**config.mk**
```make
export PLATFORM = sky130hd
export DESIGN_NAME = call_stack
export DESIGN_NICKNAME = d
export VERILOG_FILES = /design/src/rtl/call_stack_pkg.sv /design/src/rtl/call_stack_sp_next_logic.sv /design/src/rtl/call_stack.sv
export SDC_FILE = /design/constraint.sdc
export NUM_CORES = 1
export LEC_CHECK = 0
export BUFFER_PORTS_ARGS = -buffer_cell sky130_fd_sc_hd__buf_2
export CAP_MARGIN = 20
export CORE_UTILIZATION = 30
export CTS_BUF_LIST = sky130_fd_sc_hd__clkbuf_8
export DETAILED_ROUTE_END_ITERATION = 8
export GPL_TIMING_DRIVEN = 0
export PLACE_DENSITY = 0.45
export SLEW_MARGIN = 25
export SYNTH_ARGS = -nofsm -noshare
export SYNTH_HDL_FRONTEND = slang
export SYNTH_SLANG_ARGS = --single-unit
```
**constraint.sdc**
```tcl
create_clock -name clk -period 3.2 [get_ports clk]
set_input_delay 0.48 -clock clk [delete_from_list [all_inputs] [get_ports clk]]
set_output_delay 0.48 -clock clk [all_outputs]
set_load 0.02 [all_outputs]
```
**src/rtl/call_stack_pkg.sv**
```systemverilog
// Shared CPU core definitions: stack operation encoding and core sizing defaults.
package cpu_pkg;

  localparam int unsigned CPU_PC_W        = 8;
  localparam int unsigned CPU_STACK_DEPTH = 8;

  typedef enum logic [2:0] {
    SOP_NONE,
    SOP_PUSH,
    SOP_POP,
    SOP_REPLACE,
    SOP_OVF,
    SOP_UNF
  } stack_op_t;

endpackage

```
**src/rtl/call_stack_sp_next_logic.sv**
```systemverilog
// Combinational op decode and head/count next-state for the return-address stack.
module sp_next_logic
  import cpu_pkg::*;
#(
  parameter int unsigned DEPTH = CPU_STACK_DEPTH,
  parameter int unsigned PTR_W = $clog2(DEPTH),
  parameter bit          WRAP  = 1'b0
) (
  input  logic [PTR_W-1:0] head,
  input  logic [PTR_W:0]   count,
  input  logic             push,
  input  logic             pop,
  output stack_op_t        op,
  output logic [PTR_W-1:0] head_nxt,
  output logic [PTR_W:0]   count_nxt
);

  localparam logic [PTR_W:0] FULL_CNT = (PTR_W+1)'(DEPTH);

  logic is_empty;
  logic is_full;

  assign is_empty = (count == '0);
  assign is_full  = (count == FULL_CNT);

  always_comb begin
    op        = SOP_NONE;
    head_nxt  = head;
    count_nxt = count;
    // push&pop on an empty stack degrades to a plain push
    if (push && pop && !is_empty) begin
      op = SOP_REPLACE;
    end else if (push) begin
      if (is_full) begin
        op = SOP_OVF;
        if (WRAP) begin
          head_nxt = head + PTR_W'(1);
        end
      end else begin
        op        = SOP_PUSH;
        head_nxt  = head + PTR_W'(1);
        count_nxt = count + (PTR_W+1)'(1);
      end
    end else if (pop) begin
      if (is_empty) begin
        op = SOP_UNF;
      end else begin
        op        = SOP_POP;
        head_nxt  = head - PTR_W'(1);
        count_nxt = count - (PTR_W+1)'(1);
      end
    end
  end

endmodule

```
**src/rtl/call_stack.sv**
```systemverilog
// Hardware return-address stack: registered storage, head pointer, count and sticky flags.
// Define CALL_STACK_WRAP_EN to let a push while full overwrite the oldest entry.
module call_stack
  import cpu_pkg::*;
#(
  parameter int unsigned DATA_W = CPU_PC_W,
  parameter int unsigned DEPTH  = CPU_STACK_DEPTH,
  parameter int unsigned PTR_W  = $clog2(DEPTH)
) (
  input  logic              clk,
  input  logic              rst_n,
  input  logic              push,
  input  logic              pop,
  input  logic [DATA_W-1:0] push_data,
  input  logic              err_clr,
  output logic [DATA_W-1:0] top,
  output logic [PTR_W:0]    count,
  output logic              empty,
  output logic              full,
  output logic              overflow,
  output logic              underflow
);

`ifdef CALL_STACK_WRAP_EN
  localparam bit WRAP_EN = 1'b1;
`else
  localparam bit WRAP_EN = 1'b0;
`endif

  localparam logic [PTR_W:0] FULL_CNT = (PTR_W+1)'(DEPTH);

  logic [DATA_W-1:0] mem_q [DEPTH];
  logic [PTR_W-1:0]  head_q, head_d;
  logic [PTR_W:0]    count_q, count_d;
  logic              overflow_q, overflow_d;
  logic              underflow_q, underflow_d;
  stack_op_t         op;
  logic              wr_en;
  logic [PTR_W-1:0]  wr_addr;
  logic [PTR_W-1:0]  top_idx;

  sp_next_logic #(
    .DEPTH (DEPTH),
    .PTR_W (PTR_W),
    .WRAP  (WRAP_EN)
  ) u_sp_next (
    .head      (head_q),
    .count     (count_q),
    .push      (push),
    .pop       (pop),
    .op        (op),
    .head_nxt  (head_d),
    .count_nxt (count_d)
  );

  always_comb begin
    wr_en   = (op == SOP_PUSH) || (op == SOP_REPLACE) || ((op == SOP_OVF) && WRAP_EN);
    wr_addr = (op == SOP_REPLACE) ? (head_q - PTR_W'(1)) : head_q;
  end

  // A new error in the same cycle as err_clr keeps the flag set.
  always_comb begin
    overflow_d  = err_clr ? 1'b0 : overflow_q;
    underflow_d = err_clr ? 1'b0 : underflow_q;
    if (op == SOP_OVF) overflow_d  = 1'b1;
    if (op == SOP_UNF) underflow_d = 1'b1;
  end

  always_ff @(posedge clk or negedge rst_n) begin
    if (!rst_n) begin
      head_q      <= '0;
      count_q     <= '0;
      overflow_q  <= 1'b0;
      underflow_q <= 1'b0;
    end else begin
      head_q      <= head_d;
      count_q     <= count_d;
      overflow_q  <= overflow_d;
      underflow_q <= underflow_d;
    end
  end

  always_ff @(posedge clk) begin
    if (wr_en) begin
      mem_q[wr_addr] <= push_data;
    end
  end

  assign top_idx   = head_q - PTR_W'(1);
  assign empty     = (count_q == '0);
  assign full      = (count_q == FULL_CNT);
  assign count     = count_q;
  assign top       = empty ? '0 : mem_q[top_idx];
  assign overflow  = overflow_q;
  assign underflow = underflow_q;

endmodule

```
==> results of run 1 <==
[logic make-up (layout without fill, tap and decap cells)]
kind of cell / count (synthesis) / count (layout) / share of synthesized area, %
compound gates: 41 / 41 / 9.24
xor+xnor: 6 / 6 / 1.60
fa+ha+maj: 5 / 5 / 2.13
buf+inv: 20 / 74 / 3.19
flops: 73 / 73 / 65.3
mux: 17 / 17 / 11.4
simple gates: 44 / 44 / 7.15
[what timing repair did]
item,CTS,global route
buffers inserted,0,1
hold buffers,1,0
pin swaps,0,1
gates resized for setup,5,8
endpoints found under the setup margin,38,47
endpoints found under the hold margin,9,0
[worst paths after layout]
kind | endpoint | slack [ps] | startpoint | cells past startpoint
setup / recovery | mem_q[7][6] | 210 | head_q[0] | 8
hold / removal | overflow | 350 | err_clr | 2
setup reg to reg | mem_q[7][6] | 210 | head_q[0] | 8
hold reg to reg | overflow | 530 | overflow | 2
max in group asynchronous | count[3] | 2500 | rst_n | 2
min in group asynchronous | head_q[2] | 520 | rst_n | 2
[synth_stat cells, drive strengths merged (3+ instances only)]
cell / count
nand2b: 3
a21oi: 10
or4: 3
inv: 7
nand2: 19
nand4: 3
clkbuf: 5
ha: 4
dfrtp: 9
nand3: 4
xnor2: 4
buf: 8
edfxtp: 64
mux4: 16
a211oi: 8
[flip-flops by register name (all words and copies together) (netlist names)]
register   flops
underflow      1
mem_q         64
overflow       1
count          4
head_q         3
[final cells by class]
class                   instances  area, um^2  share of cell area, %
clock inverters                 7        77.6                   1.94
inverters                       7        26.3                  0.658
repair buffers                 38         218                   5.45
well taps                     136         170                   4.26
flip-flops and latches         73        2150                   53.8
multi-input cells             113        1140                   28.7
clock buffers                   9         124                   3.10
plain buffers                  13        86.3                   2.16
[metrics by stage]
stage	instance area, um^2	power (W)	setup WS, ps	utilization [%]
floorplan	3290	0.00265	304	-
global route	3990	0.00431	2.58	38.2
detailed placement	3700	0.00327	-158	35.4
global placement	3600	0.00320	-869	34.4
CTS	3930	0.00403	-3.46	37.6
finish	3990	0.00404	210	38.2
[worst register-to-register path, cell delays in order, from the launching register on]
cell and delay (ps):
dfrtp_1 370, buf_2 200, clkbuf_4 260, inv_1 60
ha_1 330, xnor2_4 250, or4_1 620, a211oi_4 380
buf_4 230
[routing by layer]
metal	part of all wire, %	GRT usage [%]	up-vias
met5	0	0	-
met4	1.2	5.28	0
met3	4.4	2.43	6
met2	47	21.1	46
met1	47	18.4	998
li1	-	-	927
[report_power, final]
part / switching (W) / total (W) / internal, W / leakage (nW)
sequential: 0.0000849 / 0.00132 / 0.00123 / 0.690
combinational: 0.00116 / 0.00199 / 0.000826 / 0.592
clock: 0.000365 / 0.000734 / 0.000368 / 0.0958
total: 0.00161 / 0.00404 / 0.00243 / 1.38
==> impl_metrics.toml, run 1 <==
[grt]
grt-ovfl-total = 0
grt.total_usage_pct = 13.4
grt_pass1_vias = 1990
grt_start_max_net_pins = 15
antenna_found_initial = 0
grt_pass1_wl_mm = 11.1

[timing]
slew_headroom_pct = 47.6
fin_worst_skew_ps = 6.48
slew_violations = 0
hold_ws_ps = 347
tightest_slew_ps = 786
finalCriticalPeriod_ps = 2990
rsz0062_at_grt = "false"
max_freq_ghz = 0.334
hold_viol = 0
tns_ps = 0
timing.final.crit_share_pct = 93.4
finalSetupViolCount = 0

[die]
io_pins = 29
die_h_um = 107
fp.dieW_um = 107
dieArea_um2 = 11400
initial_core_util_pct = 31.4
rows = 37
coreArea_um2 = 10500

[placed_design]
dp.cells = 378
place.port_buffers = 28
place_hpwl_mm = 4.95
place_congestion = 0.732

[worst_setup_path]
cp_cell_sequence = "buf_2 -> clkbuf_4 -> inv_1 -> ha_1 -> xnor2_4 -> or4_1 -> a211oi_4 -> buf_4"
critPathMaxStageDelay_ps = 620
end_kind = "register"
arrival_ps = 3040
critical_path_class = "reg2reg"
critPathRequiredTime_ps = 3250
path_delay_family = "buffers and inverters"
crit_fanout = 10
cp_slowest_cell = "or4_1"
crit_buf_inv = 4
cp-start-kind = "register"

[hold_path]
hold_class = "in2reg"

[route]
routed_wirelength_mm = 7.05
wl_per_cell_um = 17.8
drc = 0
dr.pass1.iters = 4
vias = 1977
vias_per_cell = 4.99
drt_first_iter_violations = 65
drtAntennaViolNets = 0

[cells_and_area]
n_antenna_cell = 0
drive_gt1_share_pct = 38.5
mostFrequentLayoutCells = "64 x edfxtp_1, 33 x buf_2, 19 x nand2_1"
area_growth_pct = 21.4
fin_nets = 273
nFillCells = 1002
final_cells = 396
final_common_cell = "edfxtp_1"

[logic_synthesis]
synth_area_leader_cell = "edfxtp_1"
ys.flop_type = "edfxtp_1"
synth-edff-count = 64
synthArstFlopShare_pct = 12.3
synth_cells = 206
synthTopCellsByArea = "edfxtp_1 58%, mux4_2 11%, dfrtp_1 6.8%, nand2_1 2.2%, a211oi_1 1.8%"
synth_area_um2 = 3290
ys_ff_latch = 73
syn_area_per_cell_um2 = 16.0
synthDominantCellAreaShare_pct = 58.4
yosysWarnings = 0
synth.net_count = 224
yosysUniqueCellTypes = 51
synth_seq_area_share_pct = 65.3

[outcome]
status = "complete, no violations"

[pwr]
ir_drop_mv = 0.306
p_per_area_nw_per_um2 = 1010
total_leakage_power_nw = 1.38

[clock_tree]
clk_pin_slew_ps = 80
max-clock-path-buffers = 2
cts_buffers = 9
tritoncts = "done"
clock_latency_ps = 340
h-tree-depth = 3
root_buffer = "clkbuf_8"
cts.sinks = 73

[flow_run]
drv_cap = 0
(Power assumes the default switching activity.)
==> inputs of run 2 (changes only) <==
--- a/config.mk
+++ b/config.mk
@@ -5,6 +5,7 @@
 export SDC_FILE = /design/constraint.sdc
 export NUM_CORES = 1
 export LEC_CHECK = 0
+export ABC_AREA = 1
 export BUFFER_PORTS_ARGS = -buffer_cell sky130_fd_sc_hd__buf_2
 export CAP_MARGIN = 20
 export CORE_UTILIZATION = 30
==> run 2 against run 1 <==
  * Die area rose by 6.2%
  * Clock power fell by 0.8%
  * Synthesized area rose by 6.4%
  * Critical endpoint is now top[7]
  * Highest routed layer unchanged
==> impl_metrics.toml, run 2 <==
[outcome]
status = "complete, no violations"

[grt]
grt_pass1_wl_mm = 13.5
grt.total_usage_pct = 15.7
grt_pass1_vias = 2481
antenna_found_initial = 0
grt-ovfl-total = 0
grt_start_max_net_pins = 14

[timing]
tns_ps = 0
slew_headroom_pct = 39.7
tightest_slew_ps = 902
fin_worst_skew_ps = 14.0
finalCriticalPeriod_ps = 2850
finalSetupViolCount = 0
hold_viol = 0
setup_ws_ps = 353
timing.final.crit_share_pct = 89.0
slew_violations = 0
rsz0062_at_grt = "false"
max_freq_ghz = 0.351

[die]
coreArea_um2 = 11400
io_pins = 29
initial_core_util_pct = 30.8
dieArea_um2 = 12100
fp.dieW_um = 110
die_h_um = 110
rows = 39

[logic_synthesis]
synth_seq_area_share_pct = 61.4
synth.net_count = 380
synthTopCellsByArea = "edfxtp_1 55%, nand2_1 9.4%, nor2_1 7.1%, dfrtp_1 6.4%, o21ai_0 4.4%"
yosysWarnings = 0
synth_area_leader_cell = "edfxtp_1"
synthTopCellsByCount = "88 x nand2_1, 66 x nor2_1, 64 x edfxtp_1"
synth_most_common_cell = "nand2_1"
yosysUniqueCellTypes = 26
synth_area_um2 = 3500
synth-edff-count = 64
synthArstFlopShare_pct = 12.3
syn_area_per_cell_um2 = 9.66
synthDominantCellAreaShare_pct = 54.9
ys_ff_latch = 73
synth_cells = 362
ys.flop_type = "edfxtp_1"

[cells_and_area]
nFillCells = 1186
final_common_cell = "nand2_1"
fin_nets = 420
n_antenna_cell = 0
area_growth_pct = 15.6
mostFrequentLayoutCells = "88 x nand2_1, 66 x nor2_1, 64 x edfxtp_1"
multi_input_area_um2 = 1110
utilization_pct = 35.6
largest_register_ffs = 64
drive_gt1_share_pct = 17.0
regMostFlops = "mem_q"
seq_area_um2 = 2150

[pwr]
seqPwrFrac_pct = 30.7
comb_power_share_pct = 52.1
ir_drop_mv = 0.489
p_switching_w = 0.00195
power_frac_clock_pct = 17.2
intPower_w = 0.00228
total_power_w = 0.00423
switching_share_pct = 46.1
total_leakage_power_nw = 1.76
p_per_area_nw_per_um2 = 1050

[route]
vias_per_cell = 4.56
drtAntennaViolNets = 0
routed_wirelength_mm = 8.48
wl_per_cell_um = 15.4
dr.pass1.iters = 4
drt_first_iter_violations = 162
drc = 0
vias = 2507

[clock_tree]
tritoncts = "done"
root_buffer = "clkbuf_8"
max-clock-path-buffers = 2
h-tree-depth = 3
clk_pin_slew_ps = 80
cts.sinks = 73
cts_buffers = 9
clock_latency_ps = 360

[placed_design]
place_ws_ps = 163
place.port_buffers = 27
place_congestion = 0.741
place_hpwl_mm = 5.73

[worst_setup_path]
cp_cell_sequence = "clkbuf_4 -> inv_4 -> ha_1 -> clkbuf_4 -> buf_6 -> nor2_1 -> nand2_1 -> nand3_1 -> nand2_1 -> nor2_1 -> buf_2"
path_delay_family = "buffers and inverters"
critPathRequiredTime_ps = 2720
critical_path_class = "reg2out"
end_kind = "output pin"
crit_buf_inv = 5
critPathMaxStageDelay_ps = 390
crit_fanout = 19
cp_slowest_cell = "dfrtp_1"
arrival_ps = 2370
cp-start-kind = "register"

[flow_run]
drv_cap = 0

[hold_path]
hold_class = "in2reg"
-- run 2: cell types whose count changed after synthesis, moves of 3 or more --
cell	change
nand2_4	+3
nand4_1	-3
a21oi_1	-10
mux4_2	-16
nand2b_1	-3
or4_1	-3
clkbuf_1	-4
nor2_1	+64
nand3_1	+24
o21ai_0	+30
inv_1	+35
nand2_1	+69
a211oi_1	-8
-- run 2: layout make-up --
class | count | share of cell area, %
Timing Repair Buffer | 30 | 3.96
Clock inverter | 7 | 1.70
Clock buffer | 9 | 3.06
Inverter | 41 | 3.96
Buffer | 11 | 2.29
Multi-Input combinational cell | 236 | 27.5
Tap cell | 143 | 4.43
Sequential cell | 73 | 53.1
-- run 2: worst paths after layout --
check	start	endpoint	slack (ps)	cells past startpoint
setup / recovery	head_q[0]	top[7]	350	11
hold / removal	err_clr	underflow	320	2
setup reg to reg	head_q[0]	mem_q[2][0]	370	10
hold reg to reg	underflow	underflow	520	2
max in group asynchronous	rst_n	head_q[1]	2490	2
min in group asynchronous	rst_n	overflow	510	2
-- run 2: power groups by stage --
stage	Clock [W]	Combinational (W)	Sequential [W]
after global routing	0.000788	0.00251	0.00132
final	0.000728	0.00221	0.00130
after detailed placement	0	0.00216	0.00132
after CTS	0.000753	0.00220	0.00130
after global placement	0	0.00214	0.00132
after floorplan	0	0.00144	0.00133
-- run 2: layer usage --
layer | global-route usage [%] | part of all wire, % | vias to the layer above
met3 | 5.00 | 4.3 | 9
met2 | 26.1 | 48 | 50
met4 | 6.10 | 2.1 | 0
li1 | - | - | 1251
met1 | 18.9 | 46 | 1197
met5 | 0 | 0 | -
-- run 2: cells by family after synthesis --
family / share of synthesized area (%)
buf+inv: 6.87
fa+ha+maj: 2.00
flops: 61.4
simple gates: 24.0
compound gates: 4.76
xor+xnor: 1.00
-- run 2: worst register-to-register path, stage by stage, from the launching register on --
cell        delay (ps)
dfrtp_1            390
clkbuf_4           190
inv_4              210
ha_1               270
clkbuf_4           190
clkinvlp_4         170
buf_4              140
nand3_2             60
nand2_1             90
nand2_1             80
nor2_1             690
-- run 2: through the flow --
step                hold slack, ps  std cells  instance area, um^2
floorplan                      184        362                 3500
global placement               351        532                 3810
detailed placement             357        532                 3810
CTS                            301        549                 4020
global route                   293        550                 4040
finish                         322        550                 4040
-- run 2: repair_timing --
| item | in CTS | in global routing |
|---|---|---|
| buffers inserted | 0 | 2 |
| hold buffers | 1 | 0 |
| pin swaps | 0 | 0 |
| gates resized for setup | 3 | 4 |
| endpoints found under the setup margin | 2 | 24 |
| hold endpoints to repair | 9 | 0 |
